==> src/rtl/datapath_trace_monitor_pkg.sv <==
// Shared types for the datapath trace monitor: FSM state encoding and the
// packed trace entry layout {pc, result} at the default core widths.
package datapath_trace_monitor_pkg;

  localparam int unsigned TRACE_DATA_W = 32;
  localparam int unsigned TRACE_PC_W   = 8;

  typedef enum logic [1:0] {
    IDLE = 2'd0,
    RUN  = 2'd1,
    HALT = 2'd2,
    DONE = 2'd3
  } state_t;

  typedef struct packed {
    logic [TRACE_PC_W-1:0]   pc;
    logic [TRACE_DATA_W-1:0] result;
  } trace_entry_t;

endpackage

==> src/rtl/datapath_trace_monitor_trace_ram.sv <==
// DEPTH x W single-write / single-read synchronous RAM, read-before-write.
// The read register returns zero on any cycle the read is not enabled.
module trace_ram #(
  parameter int unsigned W     = 40,
  parameter int unsigned DEPTH = 16
) (
  input  logic                     clk,
  input  logic                     reset,
  input  logic                     we,
  input  logic [$clog2(DEPTH)-1:0] waddr,
  input  logic [W-1:0]             wdata,
  input  logic                     re,
  input  logic [$clog2(DEPTH)-1:0] raddr,
  output logic [W-1:0]             rdata
);

  logic [W-1:0] mem [DEPTH];

  always_ff @(posedge clk) begin
    if (we) mem[waddr] <= wdata;
  end

  // Non-blocking read of the same slot sees the pre-write contents.
  always_ff @(posedge clk) begin
    if (reset)   rdata <= '0;
    else if (re) rdata <= mem[raddr];
    else         rdata <= '0;
  end

endmodule

==> src/rtl/datapath_trace_monitor.sv <==
// Run monitor beside the datapath core: circular trace of {pc, result},
// cycle budget, PC-stall halt detection and a random-access readout port.
// Optional macro TRACE_CHANGE_ONLY_EN: store only samples whose pc changed.
module datapath_trace_monitor
  import datapath_trace_monitor_pkg::*;
#(
  parameter int unsigned DATA_W      = 32,
  parameter int unsigned PC_W        = 8,
  parameter int unsigned DEPTH       = 16,
  parameter int unsigned MAX_CYCLES  = 24,
  parameter int unsigned HALT_CYCLES = 4,
  parameter int unsigned CNT_W       = 16
) (
  input  logic                     clk,
  input  logic                     reset,
  input  logic                     start,
  input  logic [DATA_W-1:0]        result,
  input  logic [PC_W-1:0]          pc,
  input  logic                     rd_en,
  input  logic [$clog2(DEPTH)-1:0] rd_addr,
  output logic [DATA_W-1:0]        rd_result,
  output logic [PC_W-1:0]          rd_pc,
  output logic                     rd_valid,
  output logic [1:0]               state,
  output logic [CNT_W-1:0]         cycle_count,
  output logic [$clog2(DEPTH):0]   entry_count,
  output logic                     wrapped,
  output logic                     halted,
  output logic                     done
);

  localparam int unsigned AW = $clog2(DEPTH);
  localparam int unsigned CW = AW + 1;
  localparam int unsigned EW = PC_W + DATA_W;

  state_t          state_q;
  state_t          state_nx;
  logic [AW-1:0]   wr_ptr;
  logic [PC_W-1:0] prev_pc;
  logic            first_q;
  logic [CNT_W-1:0] stall_q;

  logic             launch;
  logic             capture;
  logic             write;
  logic             same_pc;
  logic [CNT_W-1:0] cycle_nx;
  logic [CNT_W-1:0] stall_nx;

  logic [AW-1:0] rd_idx;
  logic          rd_ok;
  logic [EW-1:0] rd_data;

  always_ff @(posedge clk) begin
    if (reset) state_q <= IDLE;
    else       state_q <= state_nx;
  end

  // Next state plus per-cycle capture/launch controls; halt outranks budget.
  always_comb begin
    state_nx = state_q;
    launch   = 1'b0;
    capture  = 1'b0;
    write    = 1'b0;
    same_pc  = !first_q && (pc == prev_pc);
    cycle_nx = cycle_count + CNT_W'(1);
    stall_nx = same_pc ? (stall_q + CNT_W'(1)) : '0;
    case (state_q)
      RUN: begin
        capture = 1'b1;
`ifdef TRACE_CHANGE_ONLY_EN
        write = !same_pc;
`else
        write = 1'b1;
`endif
        if (stall_nx == CNT_W'(HALT_CYCLES))     state_nx = HALT;
        else if (cycle_nx == CNT_W'(MAX_CYCLES)) state_nx = DONE;
      end
      default: begin
        if (start) begin
          launch   = 1'b1;
          state_nx = RUN;
        end
      end
    endcase
  end

  always_ff @(posedge clk) begin
    if (reset) begin
      wr_ptr      <= '0;
      entry_count <= '0;
      wrapped     <= 1'b0;
      cycle_count <= '0;
      stall_q     <= '0;
      prev_pc     <= '0;
      first_q     <= 1'b1;
      halted      <= 1'b0;
      done        <= 1'b0;
    end else if (launch) begin
      wr_ptr      <= '0;
      entry_count <= '0;
      wrapped     <= 1'b0;
      cycle_count <= '0;
      stall_q     <= '0;
      first_q     <= 1'b1;
      halted      <= 1'b0;
      done        <= 1'b0;
    end else if (capture) begin
      cycle_count <= cycle_nx;
      stall_q     <= stall_nx;
      prev_pc     <= pc;
      first_q     <= 1'b0;
      if (write) begin
        wr_ptr <= wr_ptr + AW'(1);
        if (entry_count == CW'(DEPTH)) wrapped <= 1'b1;
        else                           entry_count <= entry_count + CW'(1);
      end
      if (state_nx == HALT) halted <= 1'b1;
      if (state_nx == DONE) done   <= 1'b1;
    end
  end

  // Readout addresses are relative to the oldest surviving entry.
  assign rd_idx = (wrapped ? wr_ptr : AW'(0)) + rd_addr;
  assign rd_ok  = rd_en && ({1'b0, rd_addr} < entry_count);

  always_ff @(posedge clk) begin
    if (reset) rd_valid <= 1'b0;
    else       rd_valid <= rd_ok;
  end

  trace_ram #(
    .W     (EW),
    .DEPTH (DEPTH)
  ) u_trace_ram (
    .clk   (clk),
    .reset (reset),
    .we    (write),
    .waddr (wr_ptr),
    .wdata ({pc, result}),
    .re    (rd_ok),
    .raddr (rd_idx),
    .rdata (rd_data)
  );

  assign rd_pc     = rd_data[EW-1:DATA_W];
  assign rd_result = rd_data[DATA_W-1:0];
  assign state     = state_q;

endmodule

==> config.mk <==
export PLATFORM = sky130hd
export DESIGN_NAME = datapath_trace_monitor
export DESIGN_NICKNAME = d
export VERILOG_FILES = /design/src/rtl/datapath_trace_monitor_pkg.sv /design/src/rtl/datapath_trace_monitor_trace_ram.sv /design/src/rtl/datapath_trace_monitor.sv
export SDC_FILE = /design/constraint.sdc
export NUM_CORES = 1
export LEC_CHECK = 0
export ABC_AREA = 0
export BUFFER_PORTS_ARGS = -buffer_cell sky130_fd_sc_hd__buf_2
export CORE_MARGIN = 2
export CORE_UTILIZATION = 53
export CTS_CLUSTER_DIAMETER = 200
export DETAILED_ROUTE_END_ITERATION = 16
export GPL_TIMING_DRIVEN = 0
export PLACE_DENSITY = 0.7
export SETUP_SLACK_MARGIN = 0.1
export SLEW_MARGIN = 40
export SYNTH_ARGS = -nofsm -noshare
export SYNTH_HDL_FRONTEND = slang
export SYNTH_SLANG_ARGS = --single-unit
==> constraint.sdc <==
create_clock -name clk -period 5.1 [get_ports clk]
set_input_delay 0 -clock clk [delete_from_list [all_inputs] [get_ports clk]]
set_output_delay 0 -clock clk [all_outputs]
set_load 0.02 [all_outputs]
==> results.toml <==
[finish]
num-nets-final = 1856
diodes = 0
final_common_cell = "edfxtp_1"
fillers = 3532
fin_util = 0.6403
syn_to_final_growth_pct = 18.95
fin_area_um2 = 33850
mostFrequentLayoutCells = "edfxtp_1 (640), mux4_2 (160), buf_2 (150), dfxtp_1 (96), a211oi_1 (82)"
drive_gt1_frac = 0.2742

[route]
first_pass_iters = 5
via_per_inst = 5.963
drtIter0Drc = 1459
drtAntennaViolNets = 0
vias = 15130
drc = 0
drt-wirelength-per-cell_um = 25.11
drt-total-wl_um = 63690

[setup_path]
worst-setup-path-type = "reg2reg"
cp.arrival_ns = 4.61
crit_slowest_cell = "clkbuf_1"
rr_startpoint = "wr_ptr[0]"
reg2regPathDepth = 10
crit_path_frequent_cell = "clkbuf_1"
crit_required_ns = 5.53
r2r_slack_ns = 0.93
crit_fanout = 10
crit_chain = "and2_1 > ha_1 > inv_1 > fa_1 > clkbuf_1 > clkbuf_1 > clkbuf_1 > mux4_2 > mux2i_1 > a211oi_1"
start_kind = "flop"
cp-end-kind = "flop"
cp_slowest_stage_delay_ns = 0.70
r2r-end = "u_trace_ram.rdata[35]"

[floorplan]
die_x_um = 235.7
rows = 84
die_area_um2 = 55560
die_h_um = 235.7
initial_core_util = 0.5383
boundaryPins = 115
coreArea_um2 = 52870

[synthesis]
ys_seq_area_frac = 0.7429
syn_area_per_cell_um2 = 19.11
syn_inst = 1489
synth_warnings = 0
synthesis.area_um2 = 28460
synth.distinct_cells = 58
syn-num-nets = 1553
synth.area.top_cells = "edfxtp_1 (68%), mux4_2 (13%), dfxtp_1 (6.8%)"
synthFlopType = "edfxtp_1"
synth-async-reset-ratio = 0
ys_seq_elements = 736
yosysTopAreaCell = "edfxtp_1"
synth_top_cell_area_share = 0.6753
synth_edf_count = 640

[global_routing]
grt_pass1_wl_um = 96170
antenna_found_initial = 0
grt_use_total = 0.2327
overflow = 0
grt_max_degree = 19
grt_pass1_vias = 15700

[cts]
cts.path.max_buffers = 3
cts_made_buffers = 75
cts.repair.resized = 0
htree_num_levels = 3
holdBufCountCts = 49
worstSkewPairLatency_ns = 0.61
cts-root-buf = "clkbuf_16"
clock-sinks = 736
post-cts-setup-buffer-count = 0
path_clk_slew_ns = 0.06
cts_tree = "done"

[min_path]
worstHoldStart = "start"
hold_depth = 4
min_path_type = "in2reg"
whs_endpoint = "state[0]"

[power]
p_leak_nw = 11.31
ir_drop_mv = 0.2373
p_per_area_nw_per_um2 = 373.1
total_power_w = 0.01263

[sta]
slew_violations = 0
setup_violations = 0
rsz0062_at_grt = "false"
slew-limit-headroom = 0.4405
hold-worst-slack_ns = 0.2809
fmax_mhz = 239.5
skew_ns = 0.02770
hold_violations = 0
fin_crit_sh = 0.8186
fin_setup_tns_ns = 0
worst_pin_slew_ns = 0.8392
period_needed_ns = 4.175

[placed_design]
gp_congestion = 0.8389
dpl.hpwl_um = 40310
portBuffers = 114
dpl_cell_area_um2 = 30910

[status]
outcome = "complete, no violations"

[job]
maxCapViolations = 0
-- cell families after synthesis --
kind of cell	Yosys count	synth area share
AOI/OAI and AO/OA	148	0.03614
muxes	202	0.1414
and+or+nand+nor	249	0.04555
adders and majority gates	16	0.007299
buffers and inverters	99	0.01469
xor gates and xnor gates	39	0.01200
DFF	736	0.7429
-- where the power goes --
group | total, W | internal (W) | switching (W)
Sequential | 0.00660 | 0.00659 | 0.0000173
Clock | 0.00543 | 0.00322 | 0.00221
Combinational | 0.000597 | 0.000240 | 0.000356
-- worst max-delay path: cells and delay by family, from the launching register on --
kind	cells	cell delay, ns
adders and majority gates	2	0.66
DFF	1	0.44
and+or+nand+nor	1	0.16
buffers and inverters	4	1.75
muxes	2	0.43
AOI/OAI and AO/OA	1	0.56
-- registers in the layout, summed over array words and instances (netlist names) --
name and cells:
rd_valid 1, stall_q 16, u_trace_ram.rdata 40, wrapped 1, wr_ptr 4, first_q 1, entry_count 5, cycle_count 16
prev_pc 8, halted 1, done 1, u_trace_ram.mem 640, state 2
-- through the flow --
stage	setup slack [ns]	cells
finish	0.9250	2537
global route	0.7559	2537
CTS	0.9148	2537
detailed placement	1.002	2354
global placement	-2.917	2291
floorplan	0.6844	1489
-- worst max-delay path by stage --
stage / start / end / slack (ns) / cells after the start
CTS: wr_ptr[0] / u_trace_ram.rdata[35] / 0.91 / 10
global route: wr_ptr[0] / u_trace_ram.rdata[25] / 0.76 / 10
floorplan: state[0] / u_trace_ram.mem[0][0] / 0.68 / 4
global placement: state[0] / u_trace_ram.mem[2][15] / -2.92 / 4
detailed placement: wr_ptr[0] / u_trace_ram.rdata[35] / 1.00 / 10
finish: wr_ptr[0] / u_trace_ram.rdata[35] / 0.93 / 10
-- cell usage after synthesis, types with 2 or more instances --
master,instances
a21oi_1,28
and2_1,5
buf_2,23
inv_1,11
nand2_1,52
mux4_2,160
xnor2_1,19
nor3_1,18
a21o_1,4
xor2_1,20
buf_4,2
a211oi_1,82
nor2b_1,46
and4_1,3
nor2_1,59
o21ai_0,9
a21boi_0,2
edfxtp_1,640
mux2i_1,41
a31oi_1,3
a211o_1,2
nand2b_1,7
nand4_1,13
nand3b_1,5
nand3_1,17
ha_1,15
or3_1,6
nor4_1,4
a22oi_1,2
clkbuf_2,2
dfxtp_1,96
clkbuf_1,55
buf_1,5
and3_1,3
o21a_1,5
nand4b_1,2
nand3_2,2
-- metal layers --
layer | GRT usage | vias to the layer above | part of all wire
met4 | 0.08010 | 0 | 0.024
met5 | 0 | - | 0
met3 | 0.03999 | 90 | 0.063
met1 | 0.3139 | 7862 | 0.41
met2 | 0.3875 | 543 | 0.51
li1 | - | 6632 | -
-- final cells by class --
type,instances,area [µm²],area share
plain buffers,88,384.1,0.01135
multi-input cells,654,7024,0.2075
clock inverters,32,321.6,0.009499
clock buffers,102,2121,0.06265
inverters,11,41.29,0.001220
flip-flops and latches,736,21140,0.6245
repair buffers,226,1957,0.05781
well taps,688,860.8,0.02543
No activity file was read; power rests on OpenSTA's default activity.
